===== src/rtl/kf8237_timing_and_control.sv =====
// KF8237 DMA timing and control: request/HLDA handshake, S-state sequencing,
// bus strobes and terminal-count status for the active channel.
module kf8237_timing_and_control (
    input  logic       clock,
    input  logic       reset,
    input  logic       cpu_clock_posedge,
    input  logic       cpu_clock_negedge,
    input  logic       master_clear,
    input  logic [3:0] encoded_dma,
    input  logic       hold_acknowledge,
    input  logic       ready,
    input  logic [1:0] transfer_mode,
    input  logic [1:0] transfer_type,
    input  logic       autoinitialize,
    input  logic       underflow,
    input  logic       update_high_address,
    output logic       hold_request,
    output logic [3:0] dma_acknowledge,
    output logic [3:0] transfer_register_select,
    output logic       next_word,
    output logic       initialize_current_register,
    output logic [3:0] terminal_count,
    output logic       end_of_process,
    output logic       address_enable,
    output logic       address_strobe,
    output logic       io_read_n,
    output logic       io_write_n,
    output logic       memory_read_n,
    output logic       memory_write_n
);

    typedef enum logic [2:0] {SI, S0, S1, S2, S3, SW, S4} state_t;

    state_t state;
    state_t state_next;
    logic   clear;
    logic   underflow_q;
    logic   update_high_q;
    logic   s4_exit;
    logic   tc_exit;
    logic   is_block;
    logic   is_demand;
    logic   is_write;
    logic   is_read;
    logic   still_requested;
    logic   in_transfer;
    logic   read_phase;
    logic   write_phase;

    assign clear           = reset | master_clear;
    assign is_block        = (transfer_mode == 2'b10);
    assign is_demand       = (transfer_mode == 2'b00);
    assign is_write        = (transfer_type == 2'b01);
    assign is_read         = (transfer_type == 2'b10);
    assign still_requested = |(encoded_dma & transfer_register_select);
    assign s4_exit         = ~clear & cpu_clock_posedge & (state == S4);
    assign tc_exit         = s4_exit & underflow_q;

    // Underflow/high-address flags change once the count commits, so inside S4
    // they are captured on the DMA falling edge and held until the exit.
    always_ff @(posedge clock) begin
        if (clear) begin
            state                    <= SI;
            transfer_register_select <= 4'b0000;
            terminal_count           <= 4'b0000;
            underflow_q              <= 1'b0;
            update_high_q            <= 1'b0;
        end else begin
            if (cpu_clock_posedge)
                state <= state_next;
            if (cpu_clock_posedge && state == SI && encoded_dma != 4'b0000)
                transfer_register_select <= encoded_dma;
            if (tc_exit)
                terminal_count <= terminal_count | transfer_register_select;
            if (state != S4 || cpu_clock_negedge) begin
                underflow_q   <= underflow;
                update_high_q <= update_high_address;
            end
        end
    end

    always_comb begin
        state_next = state;
        unique case (state)
            SI: if (encoded_dma != 4'b0000) state_next = S0;
            S0: if (hold_acknowledge) state_next = S1;
            S1: state_next = S2;
            S2: state_next = S3;
            S3, SW: state_next = ready ? S4 : SW;
            S4: begin
                if (underflow_q)
                    state_next = SI;
                else if (is_block || (is_demand && still_requested))
                    state_next = update_high_q ? S1 : S2;
                else
                    state_next = SI;
            end
            default: state_next = SI;
        endcase
    end

    always_comb begin
        in_transfer = (state == S1) || (state == S2) || (state == S3)
                   || (state == SW) || (state == S4);
        write_phase = (state == S3) || (state == SW) || (state == S4);
        read_phase  = (state == S2) || write_phase;

        hold_request                = (state != SI);
        address_enable              = in_transfer;
        address_strobe              = (state == S1);
        next_word                   = (state == S4);
        dma_acknowledge             = in_transfer ? transfer_register_select : 4'b0000;
        end_of_process              = tc_exit;
        initialize_current_register = tc_exit & autoinitialize;
        io_read_n                   = ~(is_write & read_phase);
        memory_write_n              = ~(is_write & write_phase);
        memory_read_n               = ~(is_read & read_phase);
        io_write_n                  = ~(is_read & write_phase);
    end

endmodule

===== config.mk =====
export PLATFORM = sky130hd
export DESIGN_NAME = kf8237_timing_and_control
export DESIGN_NICKNAME = d
export VERILOG_FILES = /design/src/rtl/kf8237_timing_and_control.sv
export SDC_FILE = /design/constraint.sdc
export NUM_CORES = 1
export LEC_CHECK = 0
export BUFFER_PORTS_ARGS = -buffer_cell sky130_fd_sc_hd__clkbuf_2
export CORE_ASPECT_RATIO = 0.9
export CORE_MARGIN = 3
export CORE_UTILIZATION = 45
export CTS_BUF_LIST = sky130_fd_sc_hd__clkbuf_8
export DETAILED_ROUTE_END_ITERATION = 6
export PLACE_DENSITY = 0.92
export SLEW_MARGIN = 20
export SYNTH_ARGS = -nofsm -noshare
export SYNTH_HDL_FRONTEND = slang
export SYNTH_SLANG_ARGS = --single-unit

===== constraint.sdc =====
create_clock -name clock -period 1.73 [get_ports clock]
set_input_delay 0.0865 -clock clock [delete_from_list [all_inputs] [get_ports clock]]
set_output_delay 0.0865 -clock clock [all_outputs]
set_load 0.01 [all_outputs]

# After elaboration in Yosys (flattened, before gate mapping)
# Cells that the tools add are included.
[totals] register_bits=13 memories=0 latchBits=0 input_bits=18 mem_bits_rw=0 rom_bits=0 output_inout_bits=22
[classes] n_mul=0 div_mod_pow=0 n_bitwise=16 reduce_logical=19 n_eq_ne=12 addsub=0 mux=8 shift=0 n_lt_le_gt_ge=0
[ops] cell="one-hot mux 3 bit (6 select lines)" count=1
[ops] cell="== test 3 bit (second input constant)" count=3
[ops] cell="logical OR 1 bit" count=9
[ops] cell="AND 1 bit" count=8
[ops] cell="== test 3 x 2 -> 1 bit (second input constant)" count=2
[ops] cell="two-way mux 2 bit" count=3
[ops] cell="two-way mux 3 bit" count=2
[ops] cell="inverter 1 bit" count=5
[ops] cell="AND 4 bit" count=1
[ops] cell="== test 2 bit (second input constant)" count=2
[ops] cell="two-way mux 4 bit" count=1
[ops] cell="OR 4 bit" count=1
[ops] cell="nonzero test 4 bit" count=1
[ops] cell="OR reduction 4 bit" count=1
[ops] cell="== test 3 x 1 -> 1 bit (second input constant)" count=1
[ops] cell="logical AND 1 bit" count=3
[ops] cell="zero test 3 bit" count=1
[ops] cell="!= test 3 bit (second input constant)" count=1
[ops] cell="AND reduction 3 bit" count=1
[ops] cell="nonzero test 3 bit" count=1
[ops] cell="== test 2 x 1 -> 1 bit (second input constant)" count=1
[ops] cell="zero test 2 bit" count=1
[ops] cell="!= test 2 x 1 -> 1 bit (second input constant)" count=1
[ops] cell="!= test 2 bit (second input constant)" count=1
[ops] cell="3 further kinds" count=3

# Logic depth before layout (Yosys ltp)
# Gate-level depths: netlist of the first run.
[depth] depth_word=7 mapped_depth=7 mapped_depth_nobuf=5

# Worst setup path before layout of the first run
# OpenSTA, ideal clock, no wires.
[synth_timing] path_kind="reg-to-reg" startpoint="register transfer_register_select[0]" endpoint="register state[1]" path_stages_with_launch=5 n_path_buf=0 synth_period_minus_slack_ns=1.311 arrival_time_ns=1.182 required_time_ns=1.601 slack_ns=0.419 path_cell_list="dfxtp_1 > a222oi_1 > a2111oi_2 > a311oi_1 > o32ai_1"
[synth_via] elab_chain_len=7
[synth_rtl] item="from (decl)" line="19" rtl="output logic [3:0] transfer_register_select,"
[synth_rtl] item="from (signal assigned)" line="72" rtl="transfer_register_select <= encoded_dma;"
[synth_rtl] item="AND 4 bit" line="55" rtl="assign still_requested = |(encoded_dma & transfer_register_select);"
[synth_rtl] item="OR reduction 4 bit" line="55"
[synth_rtl] item="logical AND 1 bit" line="93" rtl="else if (is_block || (is_demand && still_requested))"
[synth_rtl] item="logical OR 1 bit" line="93"
[synth_rtl] item="two-way mux 2 bit" line="93"
[synth_rtl] item="two-way mux 2 bit" line="91" rtl="if (underflow_q)"
[synth_rtl] item="one-hot mux 3 bit (6 select lines)" line="84" rtl="unique case (state)"
[synth_rtl] item="to (signal assigned)" line="70" rtl="state <= state_next;"
[synth_rtl] item="to (decl)" line="34" rtl="state_t state;"
# Every way passes these cells.
# A chain may end at the register's enable or synchronous reset.

# Worst setup path in the final report of the first run
[layout_timing] startpoint="register state[2]" endpoint="output port initialize_current_register"
[layout_via] elab_chain_len=4
[layout_rtl] item="== test 3 bit" line="56" rtl="assign s4_exit = ~clear & cpu_clock_posedge & (state == S4);"
[layout_rtl] item="AND 1 bit" line="56"
[layout_rtl] item="AND 1 bit" line="57" rtl="assign tc_exit = s4_exit & underflow_q;"
[layout_rtl] item="AND 1 bit" line="114" rtl="initialize_current_register = tc_exit & autoinitialize;"
[layout_rtl] item="to (decl)" line="21" rtl="output logic initialize_current_register,"
# Every way passes these cells.

==> impl_results.md, run 1 <==
* Clock slew at reported path FFs at 60 ps
* Outcome: completed
* Met1 WL at between 700 and 800 um
* CTS tree: done
* Metal3 WL at 167 um
* Synth warn at 0
* Most frequent cells in the layout: 39 x clkbuf_2, 13 x a21oi_1, 12 x dfxtp_1, 10 x nor2_1, 10 x nand2_1
* Clock Latency Late Sink at ~250 ps
* DP HPWL at about 1500 um
* CP Max Fanout at 8
* Seq/Total Area, Yosys at roughly 35%
* Initial DRC count at 20
* Clock Path Buffers at 2
* P&R area growth vs syn at 34.35%
* # rows at 13
* Clock sinks at 13
* Final ANT Viol Nets at 0
* Synthesized area at about 740 um^2
* Hold path start: encoded_dma[2]
* Crit share post-route at between 90 and 100%
* Number of synthesized flops with an enable pin at 0
* Combinational cell fraction of total power at approximately an eighth
* # diodes at 0
* Htree depth at 1
* WL met2 at between 1000 and 1500 um
* Syn avg cell area at around 8 um^2
* Clk network pwr share at 40.4%
* Ys flop type: dfxtp_1
* Initial core utilization at around half
* Chip width at a little under 50 um
* Worst hold stages at 3
* Max Slew Vio Count at 0
* # DRC at 0
* Vias in the first global route at roughly 720
* Die H at between 40 and 50 um
* TritonCTS buffer count at 3
* Fin nets at around 150
* Fin crit period at roughly 1600 ps
* Via density at around 5.4
* Overflow after GRT at 0
* Worst Tran Pin Value at roughly 420 ps
* FF-to-FF End: state[1]
* Hold Crit Class: in2reg
* Final hold vios at 0
* Worst setup path startpoint: state[2]
* Synth cell types at 32
* Worst Hold Endpoint: transfer_register_select[2]
* Top layer reached by signal wires: met4
* Async S/R FF share, synth at 0%
* Drt pass-1 iters at 4
* First-pass GRT wire length at 3256 um
* Final WL at a little over 2000 um
* Postcts setup bufs at 0
* Die area at approximately 0.0022 mm^2
* CP required at 1640 ps
* Final setup violation count at 0
* Max Cap Violations at 0
* Max Freq at slightly above 600 MHz
* Pin count of the biggest net entering global routing at 13
* Antenna violations before repair at 0
* Commonest non-fill, non-tap cell in the layout: clkbuf_2
* Critical R2R Launch: transfer_register_select[0]
* IO buf count at 39
* Critical Path End Type: output pin
* NetSw at roughly 0.00017 W
* WL/cell at about 13 um
* Detailed-route via count at around 840
* # IOs at 40
* Max_slew headroom at between 70% and 80%
* Worst Skew at between 8 and 9 ps
* Power per Cell Area at approximately 680 mW/mm^2
* Total global-route track usage at around a fifth
* Post-route setup TNS at 0 ps
* Critical path type: reg2out
* Layout cell share with drive strength beyond 1 at between 30% and 40%
* P_leak at 0.4817 nW
* Filler Cell Count at around 140
* RSZ-0062 raised after global routing: no
* Final Power at roughly 0.00067 W
* Cell-internal power at roughly 0.00050 W
* R2R depth at 4
* Yosys reg bits at 13
* Root Buffer: clkbuf_8
* Startpoint types: register
* GP Congestion at about 0.77
* Switching power share of the total at 24.99%
* WP data arrival at 1520 ps
* R2R Setup Slk at just under 300 ps
* Peak supply drop at ~0.56 mV
* Mapped Nets at 112
* Sequential cell fraction of total power at 46.7%
* Syn Inst Count at between 90 and 100
* Core footprint at 0.001496 mm^2
==> cells in the mapped netlist (2+ instances only) <==
library cell  number  area [um^2]
a21oi_1           13        65.06
dfxtp_1           13        260.3
nand2_1           10        37.54
nor2_1            10        37.54
nand3_1            8        40.04
and2_1             5        31.28
inv_1              4        15.01
buf_2              3        15.01
clkbuf_1           2        7.510
nor2b_1            2        12.51
o21ai_0            2        10.01
xnor2_1            2        17.52
==> worst max-delay path, cell delays in order, from the launching register on <==
cell and delay (ps):
dfxtp_2 450, nand3b_4 120, inv_1 90, and4_1 310, and2_1 170, clkbuf_2 130
==> layout make-up <==
| type | count | area, um^2 | share of cell area (%) |
|---|---|---|---|
| Inverter | 4 | 15.01 | 1.519 |
| Sequential cell | 13 | 261.5 | 26.46 |
| Clock buffer | 3 | 41.29 | 4.177 |
| Multi-Input combinational cell | 70 | 421.7 | 42.66 |
| Clock inverter | 1 | 3.754 | 0.3797 |
| Tap cell | 22 | 27.53 | 2.785 |
| Timing Repair Buffer | 42 | 217.7 | 22.03 |
==> cells by family after synthesis <==
kind of cell,synth area share [%]
xor+xnor,2.381
flops,35.37
buf+inv,7.311
compound gates,20.75
simple gates,34.19
==> sequential cells by signal (all words and copies together), names as in the netlist <==
signal                    cells
state                         3
terminal_count                4
transfer_register_select      4
underflow_q                   1
update_high_q                 1
==> what timing repair did <==
| item | 4_1_cts | 5_1_grt |
|---|---|---|
| hold buffers | 0 | 0 |
| setup endpoints to repair | 0 | 1 |
| gates resized for setup | 0 | 1 |
==> power by group through the flow <==
stage               clock network (W)  logic [W]  registers [W]
finish                       0.000270  0.0000861       0.000313
global route                 0.000288  0.0000945       0.000313
CTS                          0.000277  0.0000856       0.000312
detailed placement                  0  0.0000844       0.000319
global placement                    0  0.0000825       0.000318
floorplan                           0  0.0000480       0.000319
==> worst max path at each step <==
stage          slack (ps)                     endpoint
2_1_floorplan         420                     state[1]
3_3_place_gp          370                     state[1]
3_5_place_dp          290  initialize_current_register
4_1_cts                 5  initialize_current_register
5_1_grt                40  initialize_current_register
6_report              130  initialize_current_register
==> metal layers <==
metal,vias up,global-route usage [%]
met3,5,7.071
met5,-,0
met4,0,6.818
li1,408,-
met2,36,36.59
met1,388,21.74
==> metrics by stage <==
step | utilization [%] | cell area, um^2 | hold slack (ps) | std cells | worst slack (ps)
floorplan | - | 735.7 | 230.4 | 94 | 419.2
global placement | 62.96 | 942.2 | 343.6 | 151 | 366.0
detailed placement | 62.96 | 942.2 | 339.9 | 151 | 295.0
CTS | 65.97 | 987.2 | 88.21 | 155 | 5.235
global route | 66.05 | 988.4 | 102.9 | 155 | 41.15
finish | 66.05 | 988.4 | 90.49 | 155 | 125.3
No activity file was read; power rests on OpenSTA's default activity.
==> run 2: changes to the inputs <==
--- a/config.mk
+++ b/config.mk
@@ -11,6 +11,7 @@
 export CORE_UTILIZATION = 45
 export CTS_BUF_LIST = sky130_fd_sc_hd__clkbuf_8
 export DETAILED_ROUTE_END_ITERATION = 6
+export GPL_TIMING_DRIVEN = 0
 export PLACE_DENSITY = 0.92
 export SLEW_MARGIN = 20
 export SYNTH_ARGS = -nofsm -noshare
==> run 2 against run 1 <==
Effect of this change:
- wire length is 5.3% higher
- power decreased by 0.63%
- final cell count grew 1.9%
- via count rose by 3.7%
- worst setup slack worse by 25 ps
- non-clock buffer count up 3
- largest cell class unchanged
- sequential share of layout area fell by 0.46 points
- die area stayed put
==> impl_results.md, run 2 (synthesis results as in run 1) <==
* Critical Path End Type: output pin
* R2R Setup Slk at 270 ps (-20 ps)
* Critical path type: reg2out
* Power per Cell Area at 663.9 mW/mm^2 (-1.9%)
* Root Buffer: clkbuf_8
* DP HPWL at 1602 um (+6.1%)
* CP Buf/Inv Count at 4 (+2)
* Slowest CP cell: dfxtp_1
* Peak supply drop at 0.4394 mV (-22%)
* Hold path start: update_high_address
* GP Congestion at 0.7555 (-1.7%)
* Max Slew Vio Count at 0 (unchanged)
* P_leak at 0.4909 nW (+1.9%)
* Crit share post-route at 94.23% (+1.5 points)
* Final setup violation count at 0 (unchanged)
* Final WL at 2119 um (+5.3%)
* Vias in the first global route at 786 (+9.6%)
* Startpoint types: register
* # DRC at 0 (unchanged)
* Detailed-route via count at 868 (+3.7%)
* CP Max Fanout at 7 (-1)
* Final core utilization at 66.89% (+0.84 points)
* Total global-route track usage at 20.73% (+0.76 points)
* IO buf count at 38 (-2.6%)
* Worst path cell trace: clkbuf_4, nand3b_4, inv_1, and4_1, buf_2, and2_1, clkbuf_2
* Commonest non-fill, non-tap cell in the layout: clkbuf_2
* CP required at 1640 ps (about the same)
* Antenna violations before repair at 0 (unchanged)
* Worst Hold Endpoint: update_high_q
* Initial DRC count at 39 (+95%)
* First-pass GRT wire length at 3408 um (+4.7%)
* WP data arrival at 1540 ps (+20 ps)
* CP peak stage delay at 310 ps (-140 ps)
* Worst Skew at 2.927 ps (-5.404 ps)
* Hold Crit Class: in2reg
* Clock slew at reported path FFs at 60 ps (about the same)
* P&R area growth vs syn at 36.05%
* Top flop regs: terminal_count: 4 flops, transfer_register_select: 4 flops, state: 3 flops
* Placed cell count at 154 (+2.0%)
* Initial core utilization at 49.16% (unchanged)
* Pre-CTS WS at 288.9 ps (-6.033 ps)
* Htree depth at 1 (unchanged)
* Outcome: completed
* Pin count of the biggest net entering global routing at 11 (-2)
* Chip width at 48.62 um (unchanged)
* TritonCTS buffer count at 3 (unchanged)
* Postcts setup bufs at 0 (unchanged)
* # rows at 13 (unchanged)
* Worst Tran Pin Value at 456.8 ps (+41.25 ps)
* Drt pass-1 iters at 4 (unchanged)
* Post-route setup TNS at 0 ps (unchanged)
* Critical R2R Launch: transfer_register_select[0]
* Overflow after GRT at 0 (unchanged)
* # IOs at 40 (unchanged)
* Die H at 44.36 um (unchanged)
* Clock Path Buffers at 2 (unchanged)
* Core footprint at 0.001496 mm^2 (unchanged)
* Worst setup margin at 99.91 ps (-25.43 ps)
* Post-route insts no fill at 158 (+1.9%)
* Post-CTS sizing at 0 (unchanged)
* FF-to-FF End: state[0]
* Final hold vios at 0 (unchanged)
* Fin crit period at 1630 ps (+25.43 ps)
* Via density at 5.494 (+1.7%)
* Max_slew headroom at 69.49% (-2.8 points)
* Final ANT Viol Nets at 0 (unchanged)
* Max Freq at 613.5 MHz (-1.6%)
* Worst hold stages at 3 (unchanged)
* CTS tree: done
* R2R depth at 4 (unchanged)
* Most frequent cells in the layout: 38 x clkbuf_2, 13 x a21oi_1, 13 x dfxtp_1, 10 x nor2_1, 10 x nand2_1
* Max Cap Violations at 0 (unchanged)
* Final hold slack at 101.1 ps (+10.65 ps)
* Fin nets at 155 (+2.0%)
* Post-CTS Hold Buffers at 0 (unchanged)
* Die area at 0.002157 mm^2 (unchanged)
* Layout cell share with drive strength beyond 1 at 37.50% (-0.85 points)
* # diodes at 0 (unchanged)
* Crit-path leading delay family: buffers and inverters
* Clock Latency Late Sink at 240 ps (about the same)
* WL/cell at 13.41 um (+3.3%)
* Clock sinks at 13 (unchanged)
==> run 2: changes by cell type in the layout (fill, tap and decap cells not counted) <==
cell / previous run / this run
buf_2: 0 / 3
clkbuf_2: 39 / 38
dfxtp_2: 1 / 0
clkbuf_1: 0 / 2
buf_4: 3 / 0
dfxtp_1: 12 / 13
clkbuf_4: 0 / 1
buf_6: 0 / 1
==> run 2: worst min-delay path, delay by kind of cell <==
family,cells,cell delay (ps)
buf+inv,1,80
compound gates,2,130
==> run 2: final cells by class <==
type                       instances  area (um^2)
fill                             138        495.5
sequential                        13        260.3
clock inverter                     1        3.754
tap                               22        27.53
buffer                             7        41.29
inverter                           4        15.01
timing repair buffer              38        190.2
multi-input combinational         70        421.7
clock buffer                       3        41.29
==> run 2: how the worst max path moves through the flow <==
stage	from	endpoint	slack, ps	cells after the start
after global routing	state[2]	initialize_current_register	-6	7
final	state[2]	initialize_current_register	100	7
after CTS	state[2]	initialize_current_register	80	7
after floorplan	transfer_register_select[0]	state[1]	420	4
after global placement	transfer_register_select[0]	state[1]	330	4
after detailed placement	transfer_register_select[0]	state[1]	290	4
==> run 2: power by group <==
| part | leakage [nW] | internal (W) | switching (W) |
|---|---|---|---|
| sequential | 0.106 | 0.000306 | 0.00000605 |
| clock | 0.0269 | 0.000157 | 0.000106 |
| combinational | 0.359 | 0.0000391 | 0.0000502 |
==> run 2: stage by stage <==
step / area (um^2) / power, W
finish: 1001 / 0.0006646
global route: 1001 / 0.0006978
CTS: 998.5 / 0.0006676
detailed placement: 953.4 / 0.0004056
global placement: 953.4 / 0.0004014
floorplan: 735.7 / 0.0003670
==> run 2: layer usage <==
metal | track usage [%] | vias to the layer above | wire length, um
met4 | 9.659 | 0 | 31
met2 | 38.75 | 39 | 1143
met1 | 22.66 | 409 | 798
met5 | 0 | - | 0
met3 | 4.714 | 4 | 145
li1 | - | 416 | -
